[src/rtl/path_sequencer.sv]
// path_sequencer: snapshots nine captured path words on a path_found rise,
// validates them, then streams node IDs to the navigation controller over a
// valid/ready handshake and pulses done once the path has been consumed.
// Optional feature macro: PATH_SEQ_RETURN_EN adds a return pass
// (len-2 down to 0) after the forward pass, flagged with node_rev.
module path_sequencer #(
  parameter int          NODE_W   = 5,
  parameter logic [31:0] END_MARK = 32'hFFFF_FFFF
) (
  input  logic              clk,
  input  logic              reset_n,
  input  logic [31:0]       path0,
  input  logic [31:0]       path1,
  input  logic [31:0]       path2,
  input  logic [31:0]       path3,
  input  logic [31:0]       path4,
  input  logic [31:0]       path5,
  input  logic [31:0]       path6,
  input  logic [31:0]       path7,
  input  logic [31:0]       path8,
  input  logic              path_found,
  input  logic              abort,
  input  logic              node_ready,
  output logic              node_valid,
  output logic [NODE_W-1:0] node_id,
  output logic [3:0]        node_idx,
  output logic              node_last,
  output logic              node_rev,
  output logic              busy,
  output logic              done,
  output logic              err,
  output logic              overrun
);

  typedef enum logic [1:0] {
    S_IDLE   = 2'd0,
    S_EMIT   = 2'd1,
    S_FINISH = 2'd2
  } state_t;

  state_t            state_q, state_d;
  logic              pf_q;
  logic [NODE_W-1:0] buf_q [9];
  logic [NODE_W-1:0] buf_d [9];
  logic [3:0]        len_q, len_d;
  logic [3:0]        idx_q, idx_d;
  logic              rev_q, rev_d;
  logic              err_q, err_d;
  logic              ovr_q, ovr_d;

  logic [31:0]       path_in [9];
  logic [3:0]        load_len;
  logic              load_bad;
  logic              start;
  logic              is_last;

  assign path_in[0] = path0;
  assign path_in[1] = path1;
  assign path_in[2] = path2;
  assign path_in[3] = path3;
  assign path_in[4] = path4;
  assign path_in[5] = path5;
  assign path_in[6] = path6;
  assign path_in[7] = path7;
  assign path_in[8] = path8;

  assign start = path_found & ~pf_q;

  // Path length (first END_MARK index) and validity of the words before it.
  always_comb begin
    // NOTE: every signal assigned here gets a default first, so no path
    // leaves it unassigned and no latch is inferred.
    load_len = 4'd9;
    load_bad = 1'b0;
    for (int i = 8; i >= 0; i--) begin
      if (path_in[i] == END_MARK) load_len = 4'(i);
    end
    for (int i = 0; i < 9; i++) begin
      if ((4'(i) < load_len) && (|path_in[i][31:NODE_W])) load_bad = 1'b1;
    end
    if (load_len == 4'd0) load_bad = 1'b1;
  end

  // The node currently presented is the final handshake of the path.
  always_comb begin
`ifdef PATH_SEQ_RETURN_EN
    is_last = (rev_q && (idx_q == 4'd0)) || (!rev_q && (len_q == 4'd1));
`else
    is_last = (idx_q == (len_q - 4'd1));
`endif
  end

  // Next-state logic: load/reject, index walk, finish pulse, abort.
  always_comb begin
    state_d = state_q;
    buf_d   = buf_q;
    len_d   = len_q;
    idx_d   = idx_q;
    rev_d   = rev_q;
    err_d   = err_q;
    ovr_d   = ovr_q;

    if (abort) begin
      // abort wins over a same-cycle handshake and over start
      state_d = S_IDLE;
      idx_d   = 4'd0;
      rev_d   = 1'b0;
    end else begin
      case (state_q)
        S_IDLE: begin
          if (start) begin
            if (load_bad) begin
              err_d = 1'b1;
            end else begin
              for (int i = 0; i < 9; i++) buf_d[i] = path_in[i][NODE_W-1:0];
              len_d   = load_len;
              idx_d   = 4'd0;
              rev_d   = 1'b0;
              err_d   = 1'b0;
              ovr_d   = 1'b0;
              state_d = S_EMIT;
            end
          end
        end
        S_EMIT: begin
          if (start) ovr_d = 1'b1;
          if (node_ready) begin
            if (is_last) begin
              state_d = S_FINISH;
            end else if (rev_q) begin
              idx_d = idx_q - 4'd1;
`ifdef PATH_SEQ_RETURN_EN
            end else if (idx_q == (len_q - 4'd1)) begin
              // forward pass exhausted: turn around, skipping the far end
              rev_d = 1'b1;
              idx_d = len_q - 4'd2;
`endif
            end else begin
              idx_d = idx_q + 4'd1;
            end
          end
        end
        S_FINISH: begin
          if (start) ovr_d = 1'b1;
          state_d = S_IDLE;
          idx_d   = 4'd0;
          rev_d   = 1'b0;
        end
        default: begin
          state_d = S_IDLE;
          idx_d   = 4'd0;
          rev_d   = 1'b0;
        end
      endcase
    end
  end

  // State and datapath registers.
  always_ff @(posedge clk or negedge reset_n) begin
    if (!reset_n) begin
      // NOTE: the nine-entry buffer is reset with everything else because
      // its power-on contents must read as zero; it is small enough for
      // plain flops.
      state_q <= S_IDLE;
      pf_q    <= 1'b0;
      for (int i = 0; i < 9; i++) buf_q[i] <= '0;
      len_q   <= 4'd0;
      idx_q   <= 4'd0;
      rev_q   <= 1'b0;
      err_q   <= 1'b0;
      ovr_q   <= 1'b0;
    end else begin
      // NOTE: non-blocking updates so every flop samples pre-edge values.
      state_q <= state_d;
      pf_q    <= path_found;
      buf_q   <= buf_d;
      len_q   <= len_d;
      idx_q   <= idx_d;
      rev_q   <= rev_d;
      err_q   <= err_d;
      ovr_q   <= ovr_d;
    end
  end

  // Outputs decoded from state; node fields read zero when nothing is offered.
  // Without the return pass rev_q never leaves 0, so node_rev stays 0.
  always_comb begin
    node_valid = (state_q == S_EMIT);
    node_id    = node_valid ? buf_q[idx_q] : '0;
    node_idx   = node_valid ? idx_q : 4'd0;
    node_last  = node_valid & is_last;
    node_rev   = node_valid & rev_q;
    busy       = (state_q != S_IDLE);
    done       = (state_q == S_FINISH);
    err        = err_q;
    overrun    = ovr_q;
  end

endmodule

[config.mk]
export PLATFORM = sky130hd
export DESIGN_NAME = path_sequencer
export DESIGN_NICKNAME = d
export VERILOG_FILES = /design/src/rtl/path_sequencer.sv
export SDC_FILE = /design/constraint.sdc
export NUM_CORES = 1
export LEC_CHECK = 0
export BUFFER_PORTS_ARGS = -buffer_cell sky130_fd_sc_hd__buf_4
export CORE_AREA = 2 2 119 121
export CTS_BUF_LIST = sky130_fd_sc_hd__clkbuf_4 sky130_fd_sc_hd__clkbuf_8
export DETAILED_ROUTE_END_ITERATION = 10
export DIE_AREA = 0 0 121 123
export HOLD_SLACK_MARGIN = 0.15
export PLACE_DENSITY_LB_ADDON = 0.25
export SYNTH_ARGS = -nofsm -noshare
export SYNTH_HDL_FRONTEND = slang
export SYNTH_SLANG_ARGS = --single-unit
export TNS_END_PERCENT = 100
[constraint.sdc]
create_clock -name clk -period 3 [get_ports clk]
set_input_delay 0.6 -clock clk [delete_from_list [all_inputs] [get_ports clk]]
set_output_delay 0.6 -clock clk [all_outputs]
set_load 0.03 [all_outputs]
# Word level (Yosys, flattened, before mapping)
# Cells that the tools add are included.
dict set report totals {
  reg_bits 59
  in_bits 293
  wordCells 130
}
dict set report classes {
  add_sub_neg 3
  order_cmp 10
  eq_ne 21
  muxes 44
  bitwise_logic 7
  reduce_logical 29
}
# cell n
set op_table {}
lappend op_table {{== test 32 bit, second input constant} 9}
lappend op_table {{OR reduction 27 bit} 9}
lappend op_table {{2-to-1 mux 4 bit} 15}
lappend op_table {{binary-select mux 5 bit (select 4 bit)} 1}
lappend op_table {{< comparator 3 x 4 -> 1 bit, first input constant} 4}
lappend op_table {{2-to-1 mux 1 bit} 16}
lappend op_table {{2-to-1 mux 5 bit} 3}
lappend op_table {{inequality test 3 bit, second input constant} 4}
lappend op_table {{AND reduction 4 bit} 3}
lappend op_table {{2-to-1 mux 2 bit} 5}
lappend op_table {{logical AND 1 bit} 9}
lappend op_table {{< comparator 1 x 4 -> 1 bit, first input constant} 2}
lappend op_table {{< comparator 2 x 4 -> 1 bit, first input constant} 2}
lappend op_table {{one-hot mux 4 bit (2 select lines)} 1}
lappend op_table {{subtractor 4 x 1 -> 4 bit, second input constant} 2}
lappend op_table {{inequality test 2 bit, second input constant} 3}
lappend op_table {{AND reduction 3 bit} 2}
lappend op_table {{greater-or-equal comparator 5 bit, second input constant} 1}
lappend op_table {{NOT 4 -> 5 bit} 1}
lappend op_table {{AND reduction 5 bit} 1}
lappend op_table {{adder 4 x 1 -> 4 bit, second input constant} 1}
lappend op_table {{== test 4 bit} 1}
lappend op_table {{logical NOT 4 bit} 1}
lappend op_table {{< comparator 4 bit, first input constant} 1}
lappend op_table {{11 further kinds} 17}

# Depth between registers and ports, before layout
# Gate-level depths: netlist of run 1.
dict set report depth {
  ltp_word 26
  ltp_mapped 9
  depth_no_buf 9
}

# Worst setup path before layout of run 1
# No wires, ideal clock.
dict set report synth_path {
  kind {input to register}
  start {input path4[25]}
  end {register buf_q[22] in the netlist's numbering}
  t_arrival_ps 2843
  path_slack_ps 30
  cell_stages 9
  path_buffers 1
  path_cell_list {nand4_1 -> or4_1 -> nor2_1 -> o311ai_1 -> a311oi_1 -> nor2_1 -> nor3_2 -> buf_4 -> mux2_1}
}
dict set report synth_between {
  elab_chain_cells 20
}
# item line_no
set synth_rtl {}
lappend synth_rtl {{start: declaration} 16} ;# input logic [31:0] path4,
lappend synth_rtl {{== test 32 bit} 76} ;# if (path_in[i] == END_MARK) load_len = 4'(i);
lappend synth_rtl {{2-to-1 mux 4 bit (5 in series)} 76}
lappend synth_rtl {{< comparator 1 x 4 -> 1 bit} 79} ;# if ((4'(i) < load_len) && (|path_in[i][31:NODE_W])) load_bad = 1'b1;
lappend synth_rtl {{logical AND 1 bit} 79}
lappend synth_rtl {{2-to-1 mux 1 bit (9 in series)} 79}
lappend synth_rtl {{2-to-1 mux 1 bit *} 81} ;# if (load_len == 4'd0) load_bad = 1'b1;
lappend synth_rtl {{NOT 1 bit (no source line) *} n/a}
lappend synth_rtl {{AND reduction 4 bit (no source line) *} n/a}
lappend synth_rtl {{end signal: assignment} 176} ;# buf_q <= buf_d;
lappend synth_rtl {{end: declaration} 43} ;# logic [NODE_W-1:0] buf_q [9];
# Every way passes the cells marked *; elsewhere a longest branch is shown, timed or not.
# A chain may end at the register's enable or synchronous reset.

# Worst setup path after layout of run 1
dict set report layout_path {
  start {input path6[6]}
  end {register buf_q[22] in the netlist's numbering}
}
dict set report layout_between {
  elab_chain_cells 22
}
# item line_no
set layout_rtl {}
lappend layout_rtl {{start: declaration} 18} ;# input logic [31:0] path6,
lappend layout_rtl {{== test 32 bit} 76}
lappend layout_rtl {{2-to-1 mux 4 bit (7 in series)} 76}
lappend layout_rtl {{< comparator 1 x 4 -> 1 bit} 79}
lappend layout_rtl {{logical AND 1 bit} 79}
lappend layout_rtl {{2-to-1 mux 1 bit (9 in series)} 79}
lappend layout_rtl {{2-to-1 mux 1 bit *} 81}
lappend layout_rtl {{NOT 1 bit (no source line) *} n/a}
lappend layout_rtl {{AND reduction 4 bit (no source line) *} n/a}
# Marks and branches as above.

==> metrics.txt, run 1 <==
status finished with violations; violated checks negative setup slack; Final Critical Period a little over 3 ns; Syn Nets between 700 and 800; actual slew at the worst max-slew pin about 0.75 ns; Via density 5.67; post-route ant nets 0; crit path DAT 3.23 ns; GRT Overall Usage 24.7%; setup TNS -0.0704 ns; WL final 20.0 mm; Core Util, Final about 57%; Worst VDD drop about 150 uV; input/output buffers 307; syn avg cell area roughly 9.5 um^2; initial detailed-routing violation count 380; Top FF cell, synth dfrtp_1; P per Cell Area 245 nW/um^2; Yosys top cell area share 33.8%; Place WS -0.516 ns; Post-Syn Area between 4000 and 5000 um^2; RSZ-0062 raised after global routing yes; Worst path slowest cell a311o_1; area grow syn2layout 79.8%; Post-Syn Instances 450; Worst-path clk slew roughly 0.06 ns; H-tree levels 3; largest net degree at the start of global routing 59; fmax 0.331 GHz; FP Rows 43; initial core utilization 31.6%; register area share after synthesis 33.8%; grt ovf 0; Layout Nets between 1000 and 1500; post-synthesis cell type count 47; Post-synth top cells 86 x nand4_1, 76 x nor4_1, 58 x dfrtp_1; Slew headroom 49.9%; # IOs a little over 300; Synth area leaders dfrtp_1 34%, mux2_1 13%, nand4_1 13%; crit path cell chain buf_4, nor4_2, nand4_1, o2bb2a_2, a311o_1, a211oi_2, o21ai_2, nor3_4, buf_6, clkbuf_16, mux2_1; clock skew 0.00218 ns; fill count 1219; Detailed Place HPWL between 15 and 20 mm; Final Power 1890 uW; Initial DRT Pass Iterations 5; worst skew pair latency roughly 0.33 ns; EDFF count, synth 0; r2r startpoint pf_q; Routed WL per cell 20.1 um; antenna violations before repair 1; CP Capture Type register; CTS tree yes; worst hold path type in2async; Root Buffer clkbuf_8; maxcap violations 0; Die Y 123 um; Slew Limit Fails 0; total clock sinks 58; synth warn 0; share of post-route cells with drive strength above 1 a little over half; final setup violation count 10; r2r worst-path depth 10; worst reg2reg setup slack 0.50 ns; number of synthesized register bits 58; die width 121 um; first-pass GRT wire length 28.2 mm; CP Launch Point path6[6]; DIE AREA 14900 um^2; period utilization 101%; ys async rst share 100%; crit-path max FO 8; clock buffer depth 2; CP top delay family compound AO/OA/AOI/OAI gates; CP peak stage delay ~0.4 ns; crit path launch type primary input; final hold violations 0; Core Box Area between 10000 and 15000 um^2; endpoint of the worst register-to-register path buf_q[22]; drt drc 0; Bufs and invs on worst path 3; gpl congestion 0.906; number of global-route vias before repair 5693; largest area contributor in the netlist dfrtp_1; count leader, synth nand4_1; required time of the critical path 3.21 ns; DR vias 5644; CTS buffer count 9; setup ws final -0.0169 ns; leakage ~0.0034 uW; critical path type in2reg
-- registers in the layout, summed over array words and instances, names as in the netlist --
name / count
overrun: 1
state_q: 2
buf_q: 45
err: 1
pf_q: 1
idx_q: 4
len_q: 4
-- cell type report --
cell class	count	area, um^2	area share (%)
multi-input combinational	371	2960	38.4
clock buffer	13	166	2.15
sequential	58	1450	18.8
tap	180	225	2.91
antenna	1	2.50	0.0324
timing repair buffer	366	2890	37.4
inverter	7	26.3	0.340
-- worst reg2reg max path, stage by stage (launching register included) --
cell and delay, ns:
dfrtp_1 0.36, nor2b_1 0.35, nand4_1 0.18, nor2_1 0.21, nand2_1 0.09, a211oi_2 0.18
o21ai_2 0.11, nor3_4 0.18, buf_6 0.21, clkbuf_16 0.18, mux2_1 0.33
-- cells in the final DEF (no fill, tap or decap), types with 10 or more instances in the layout --
master	count
mux2_1	22
buf_6	11
dfrtp_1	58
nand4_1	86
nor4_1	71
nor2_1	12
mux4_2	10
nor3_1	11
mux2_4	26
and2_1	14
clkbuf_8	11
buf_4	349
nand3_1	14
nand2_1	23
-- per-stage QoR --
stage                     cell area [um^2]  hold slack [ns]  std cells
final                                 7730            0.334        996
after global routing                  7730            0.363        996
after CTS                             7440            0.353        990
after detailed placement              7170            0.472        975
after global placement                7170            0.462        975
after floorplan                       4300            0.304        450
-- what timing repair did --
action / in CTS / in global routing
hold buffers: 0 / 0
endpoints found under the setup margin: 48 / 53
buffers inserted: 1 / 2
gates resized for setup: 11 / 46
pin swaps: 5 / 16
cloned: 1 / 3
-- where the power goes --
| part | switching (uW) | total (uW) | internal (uW) |
|---|---|---|---|
| Combinational | 191 | 485 | 294 |
| Clock | 274 | 623 | 349 |
| Sequential | 0.215 | 784 | 783 |
-- cell families (layout without fill, tap and decap cells) --
logic type,count (synthesis),in the layout,synth area share (%)
AOI/OAI and AO/OA,40,40,6.96
xor gates and xnor gates,6,6,1.22
adders and majority gates,6,6,1.75
buffers and inverters,21,386,2.36
DFF,58,58,33.8
muxes,64,64,19.2
other,1,2,0.0873
and+or+nand+nor,254,254,34.6
-- worst max-delay path by stage --
stage | endpoint | slack, ns | depth (start not counted)
after floorplan | buf_q[22] | 0.03 | 9
after global placement | buf_q[1] | -0.47 | 10
after detailed placement | buf_q[2] | -0.52 | 11
after CTS | buf_q[28] | 0.02 | 12
after global routing | buf_q[22] | -0.08 | 12
final | buf_q[22] | -0.02 | 11
-- per-layer routing --
| layer | GRT usage (%) | vias up | share of wire, % |
|---|---|---|---|
| met5 | 0 | - | 0 |
| met4 | 9.30 | 0 | 2.6 |
| met3 | 3.87 | 49 | 6.1 |
| met2 | 41.9 | 267 | 49 |
| met1 | 31.7 | 2711 | 42 |
| li1 | - | 2617 | - |
Note: power is estimated with default switching activity, not from simulation.
==> run 2: changes to the inputs <==
--- a/config.mk
+++ b/config.mk
@@ -6,12 +6,14 @@
 export NUM_CORES = 1
 export LEC_CHECK = 0
 export BUFFER_PORTS_ARGS = -buffer_cell sky130_fd_sc_hd__buf_4
+export CAP_MARGIN = 20
 export CORE_AREA = 2 2 119 121
 export CTS_BUF_LIST = sky130_fd_sc_hd__clkbuf_4 sky130_fd_sc_hd__clkbuf_8
 export DETAILED_ROUTE_END_ITERATION = 10
 export DIE_AREA = 0 0 121 123
 export HOLD_SLACK_MARGIN = 0.15
-export PLACE_DENSITY_LB_ADDON = 0.25
+export PLACE_DENSITY = 0.73
+export SETUP_SLACK_MARGIN = 0.5
 export SYNTH_ARGS = -nofsm -noshare
 export SYNTH_HDL_FRONTEND = slang
 export SYNTH_SLANG_ARGS = --single-unit
==> metrics.txt, run 2 (synthesized netlist as in run 1, its figures left out) <==
status finished with violations; violated checks negative setup slack; most common cell after layout, fill and taps aside buf_4; Via density 5.68 (+0.32%); grt ovf 0 (unchanged); Detailed Place HPWL 15.4 mm (-7.1%); CP peak stage delay 0.38 ns (-0.02 ns); met2 Use GR 42.6% (+0.70 points); DR vias 5838 (+3.4%); crit path cell chain buf_4, nor4_4, nand4_1, o2bb2a_4, a311o_1, a211oi_2, o21ai_2, nor3_4, buf_6, buf_6, buf_8, mux2_1; Slew Limit Fails 0 (unchanged); DIE AREA 14900 um^2 (unchanged); Final Cell Area 8500 um^2 (+10%); number of global-route vias before repair 5895 (+3.5%); RSZ-0062 raised after global routing yes; Layout Nets 1141 (+2.6%); actual slew at the worst max-slew pin 0.729 ns (-0.0221 ns); fmax 0.333 GHz (+0.52%); GRT met1 Usage 32.3% (+0.64 points); most used cell, CP buf_6; CP Capture Type register; input/output buffers 307 (unchanged); drt drc 0 (unchanged); Die Y 123 um (unchanged); Routed WL per cell 19.8 um (-1.5%); most used routing layer met2; # IOs 309 (unchanged); Worst VDD drop 161 uV (+5.6%); area grow syn2layout 97.9%; final setup violation count 1 (-9); FP Rows 43 (unchanged); WP depth 12 (+1); clock skew 0.00803 ns (+0.00585 ns); critical path type in2reg; antenna violations before repair 0 (-1); crit path DAT 3.23 ns (about the same); Core Util, Final 62.5% (+5.7 points); Final Critical Period 3.00 ns (-0.0156 ns); share of post-route cells with drive strength above 1 60.4% (+7.3 points); r2r startpoint idx_q[2]; initial core utilization 31.6% (unchanged); multi-input gate area in the final layout 3240 um^2 (+9.3%); r2r worst-path depth 10 (unchanged); WL final 20.3 mm (+1.6%); first-pass GRT wire length 29.5 mm (+4.9%); worst reg2reg setup slack 0.57 ns (+0.07 ns); setup ws final -0.00136 ns (+0.0156 ns); required time of the critical path 3.23 ns (+0.02 ns); fill count 1068 (-12%); maxcap violations 0 (unchanged); Root Buffer clkbuf_8; CTS Hold Bufs 0 (unchanged); GRT Overall Usage 25.5% (+0.79 points); worst skew pair latency 0.35 ns (+0.02 ns); P per Cell Area 247 nW/um^2 (+0.74%); ant diodes 0 (-1); CP Launch Point path6[12]; Initial DRT Pass Iterations 5 (unchanged); most flop-heavy register buf_q; leakage 0.00374 uW (+8.3%); gpl congestion 0.963 (+6.4%); total clock sinks 58 (unchanged); period utilization 100% (-0.52 points); Worst-path clk slew 0.07 ns (about the same); Place WS -0.436 ns (+0.0802 ns); initial detailed-routing violation count 396 (+4.2%); die width 121 um (unchanged); largest net degree at the start of global routing 59 (unchanged); crit path launch type primary input; most frequent cells in the layout 334 x buf_4, 86 x nand4_1, 65 x nor4_1; Largest register FFs 45 (unchanged); Worst Setup EP buf_q[27]; CP top delay family compound AO/OA/AOI/OAI gates; Reg area 1460 um^2 (+0.26%); H-tree levels 3 (unchanged); CTS tree yes; worst hold slack 0.312 ns (-0.0220 ns); clock buffer depth 2 (unchanged); post-route ant nets 0 (unchanged); worst hold path type in2async; Worst path slowest cell a311o_1; DP Area 7220 um^2 (+0.59%); met3 Use GR 6.55% (+2.7 points); CTS buffer count 9 (unchanged); Core Box Area 13600 um^2 (unchanged); Slew headroom 51.4% (+1.5 points); crit-path max FO 6 (-2); final hold violations 0 (unchanged); endpoint of the worst register-to-register path idx_q[3]; Bufs and invs on worst path 4 (+1); top flop regs buf_q x45, idx_q x4, len_q x4
-- run 2: cell types whose count changed in the layout (fill, tap and decap cells not counted), sizes merged --
cell / change
buf: +31
clkbuf: -5
clkinv: +3
bufinv: +2
bufbuf: -1
clkinvlp: +1
diode: -1
inv: +1
-- run 2: what timing repair did --
item,in CTS,in global routing
pin swaps,18,17
endpoints found under the setup margin,63,63
resized for setup,124,48
gates cloned,5,1
buffers inserted,22,4
-- run 2: layout make-up --
cell class / instances / share of cell area, %
clock buffer: 9 / 1.46
clock inverter: 7 / 1.21
inverter: 7 / 0.309
multi-input combinational: 371 / 38.1
sequential: 58 / 17.1
tap: 180 / 2.65
timing repair buffer: 395 / 39.1
-- run 2: where the power goes --
group | leakage, uW | switching, uW | internal, uW | total [uW]
Sequential | 0.000788 | 0.201 | 782 | 782
Clock | 0.000110 | 348 | 474 | 822
Combinational | 0.00284 | 189 | 303 | 492
Total | 0.00374 | 537 | 1560 | 2100
-- run 2: worst min-delay path by stage --
stage | from | endpoint | slack (ns)
detailed placement | buf_q[12] | buf_q[12] | 0.47
CTS | reset_n | pf_q | 0.33
global route | path_found | pf_q | 0.35
global placement | buf_q[13] | buf_q[13] | 0.46
finish | reset_n | pf_q | 0.31
floorplan | reset_n | buf_q[0] | 0.30
-- run 2: metrics by stage --
step | std cells | power [uW] | TNS (ns)
floorplan | 450 | 841 | 0
global placement | 979 | 1250 | -18.96
detailed placement | 979 | 1260 | -21.36
CTS | 1022 | 2080 | 0
global route | 1027 | 2170 | -4.75
finish | 1027 | 2100 | -0.00136
-- run 2: worst reg2reg max path, delay by kind of cell, from the launching register on --
family          cells  cell delay [ns]
simple gates        4             0.65
flops               1             0.53
xor+xnor            2             0.47
compound gates      2             0.37
buf+inv             2             0.29
-- run 2: per-layer routing --
layer	share of wire (%)	up-vias
li1	-	2675
met1	40	2816
met2	50	308
met3	7.5	39
met4	2.2	0
met5	0	-
==> run 3: changes to the inputs <==
--- a/config.mk
+++ b/config.mk
@@ -5,7 +5,8 @@
 export SDC_FILE = /design/constraint.sdc
 export NUM_CORES = 1
 export LEC_CHECK = 0
-export BUFFER_PORTS_ARGS = -buffer_cell sky130_fd_sc_hd__buf_4
+export ABC_CLOCK_PERIOD_IN_PS = 3000
+export BUFFER_PORTS_ARGS = -buffer_cell sky130_fd_sc_hd__buf_2
 export CAP_MARGIN = 20
 export CORE_AREA = 2 2 119 121
 export CTS_BUF_LIST = sky130_fd_sc_hd__clkbuf_4 sky130_fd_sc_hd__clkbuf_8
==> metrics.txt, run 3 (synthesized netlist as in run 1, its figures left out) <==
Core Box Area 13600 um^2 (unchanged); initial detailed-routing violation count 405 (+2.3%); Routed WL per cell 19.1 um (-3.2%); DR vias 5900 (+1.1%); crit path cell chain buf_4, nand4_1, nor4_4, buf_4, nand2_1, buf_4, a221o_1, a31o_2, nor2_2, nor3_4, buf_6, buf_6, clkbuf_16, mux2_4; input/output buffers 307 (unchanged); H-tree levels 3 (unchanged); first-pass GRT wire length 27.6 mm (-6.6%); WL final 19.9 mm (-2.2%); most flop-heavy register buf_q; GRT Overall Usage 23.8% (-1.6 points); Slew Limit Fails 0 (unchanged); status completed; CP top delay family buffers and inverters; P per Cell Area 233 nW/um^2 (-5.3%); FP Rows 43 (unchanged); CP Capture Type register; required time of the critical path 3.23 ns (about the same); most used cell, CP buf_4; Largest register FFs 45 (unchanged); Core Util, Final 57.5% (-5.0 points); most frequent cells in the layout 265 x buf_2, 86 x nand4_1, 82 x buf_4; Worst VDD drop 176 uV (+8.9%); Die Y 123 um (unchanged); Layout Nets 1154 (+1.1%); Final Cell Area 7820 um^2 (-8.0%); share of post-route cells with drive strength above 1 59.9% (-0.54 points); Root Buffer clkbuf_8; grt ovf 0 (unchanged); setup ws final 0.00632 ns (+0.00769 ns); worst hold slack 0.180 ns (-0.132 ns); crit path DAT 3.22 ns (about the same); Final Power 1830 uW (-13%); drt drc 0 (unchanged); leakage 0.00354 uW (-5.2%); actual slew at the worst max-slew pin 0.600 ns (-0.129 ns); final setup violation count 0 (-1); post-route ant nets 0 (unchanged); Initial DRT Pass Iterations 6 (+1); clock skew 0.0137 ns (+0.00566 ns); Bufs and invs on worst path 6 (+2); worst skew pair latency 0.35 ns (about the same); DIE AREA 14900 um^2 (unchanged); ant diodes 0 (unchanged); area grow syn2layout 82.1%; Final Critical Period 2.99 ns (-0.00769 ns); # IOs 309 (unchanged); antenna violations before repair 0 (unchanged); crit path launch type primary input; DP Area 6540 um^2 (-9.3%); CTS buffer count 9 (unchanged); RSZ-0062 raised after global routing yes; critical path type in2reg; CP peak stage delay 0.35 ns (-0.03 ns); total clock sinks 58 (unchanged); Worst path slowest cell nor4_4; top flop regs buf_q x45, idx_q x4, len_q x4; largest net degree at the start of global routing 42 (-29%); gpl congestion 1.02 (+5.6%); die width 121 um (unchanged); crit-path max FO 7 (+1); worst hold path type in2async; Slew headroom 60.0% (+8.5 points); Detailed Place HPWL 14.9 mm (-2.7%); clock buffer depth 2 (unchanged); CTS tree yes; number of global-route vias before repair 5483 (-7.0%); initial core utilization 31.6% (unchanged); most common cell after layout, fill and taps aside buf_2; Place WS -0.438 ns (-0.00234 ns); Via density 5.68 (about the same); Worst-path clk slew 0.07 ns (about the same); maxcap violations 0 (unchanged); fmax 0.334 GHz (+0.26%); period utilization 99.8% (-0.26 points); final hold violations 0 (unchanged)
[run 3: cell types whose count changed in the layout (fill, tap and decap cells not counted), sizes merged]
cell and change:
clkbuf +4, clkinv -1, bufinv -2, inv -1, buf +11
[run 3: what timing repair did]
item                       4_1_cts  5_1_grt
hold buffers                     0        0
pin swaps                        8       36
setup endpoints to repair       63       63
cloned                           4        3
buffers inserted                 9       18
resized for setup               45      124
[run 3: power by group]
part	switching, uW	internal [uW]	leakage [uW]	total, uW
logic	197	224	0.00267	421
registers	0.203	783	0.000788	783
clock network	304	319	0.0000845	623
total	501	1330	0.00354	1830
[run 3: path summary, 6_finish.rpt]
check                      cells past startpoint        end  slack [ns]        from
max in group asynchronous                      2   idx_q[3]        1.95     reset_n
setup / recovery                              14   buf_q[8]       0.006   path6[16]
hold / removal                                 1  buf_q[36]        0.18     reset_n
setup reg to reg                              11   buf_q[8]        0.61        pf_q
min in group clk                               1       pf_q        0.38  path_found
hold reg to reg                                1  buf_q[10]        0.49   buf_q[10]
[run 3: final cells by class]
type | count | area, um^2
Timing Repair Buffer | 408 | 2780
Multi-Input combinational cell | 371 | 3170
Sequential cell | 58 | 1460
Fill cell | 1207 | 5790
Tap cell | 180 | 225
Inverter | 7 | 26.3
Clock inverter | 3 | 17.5
Clock buffer | 11 | 145
[run 3: layer usage]
metal	routed length, um	track usage (%)	vias to the layer above
met5	0	0	-
met2	10000	39.1	281
li1	-	-	2717
met4	554	6.18	0
met1	7980	31.9	2854
met3	1340	5.21	48
[run 3: worst reg2reg max path, stage by stage (launching register included)]
cell and delay [ns]:
dfrtp_1 0.36, nor2b_1 0.21, nand4_1 0.13, nor2_1 0.21, nand2_1 0.10, a211oi_2 0.19
o21ai_2 0.12, nor3_4 0.25, buf_6 0.15, buf_6 0.12, clkbuf_16 0.16, mux2_4 0.30
[run 3: per-stage QoR]
step	cells	TNS, ns
after CTS	1017	0
after global routing	1038	-1.31
after detailed placement	990	-21.23
after global placement	990	-22.35
after floorplan	450	0
final	1038	0
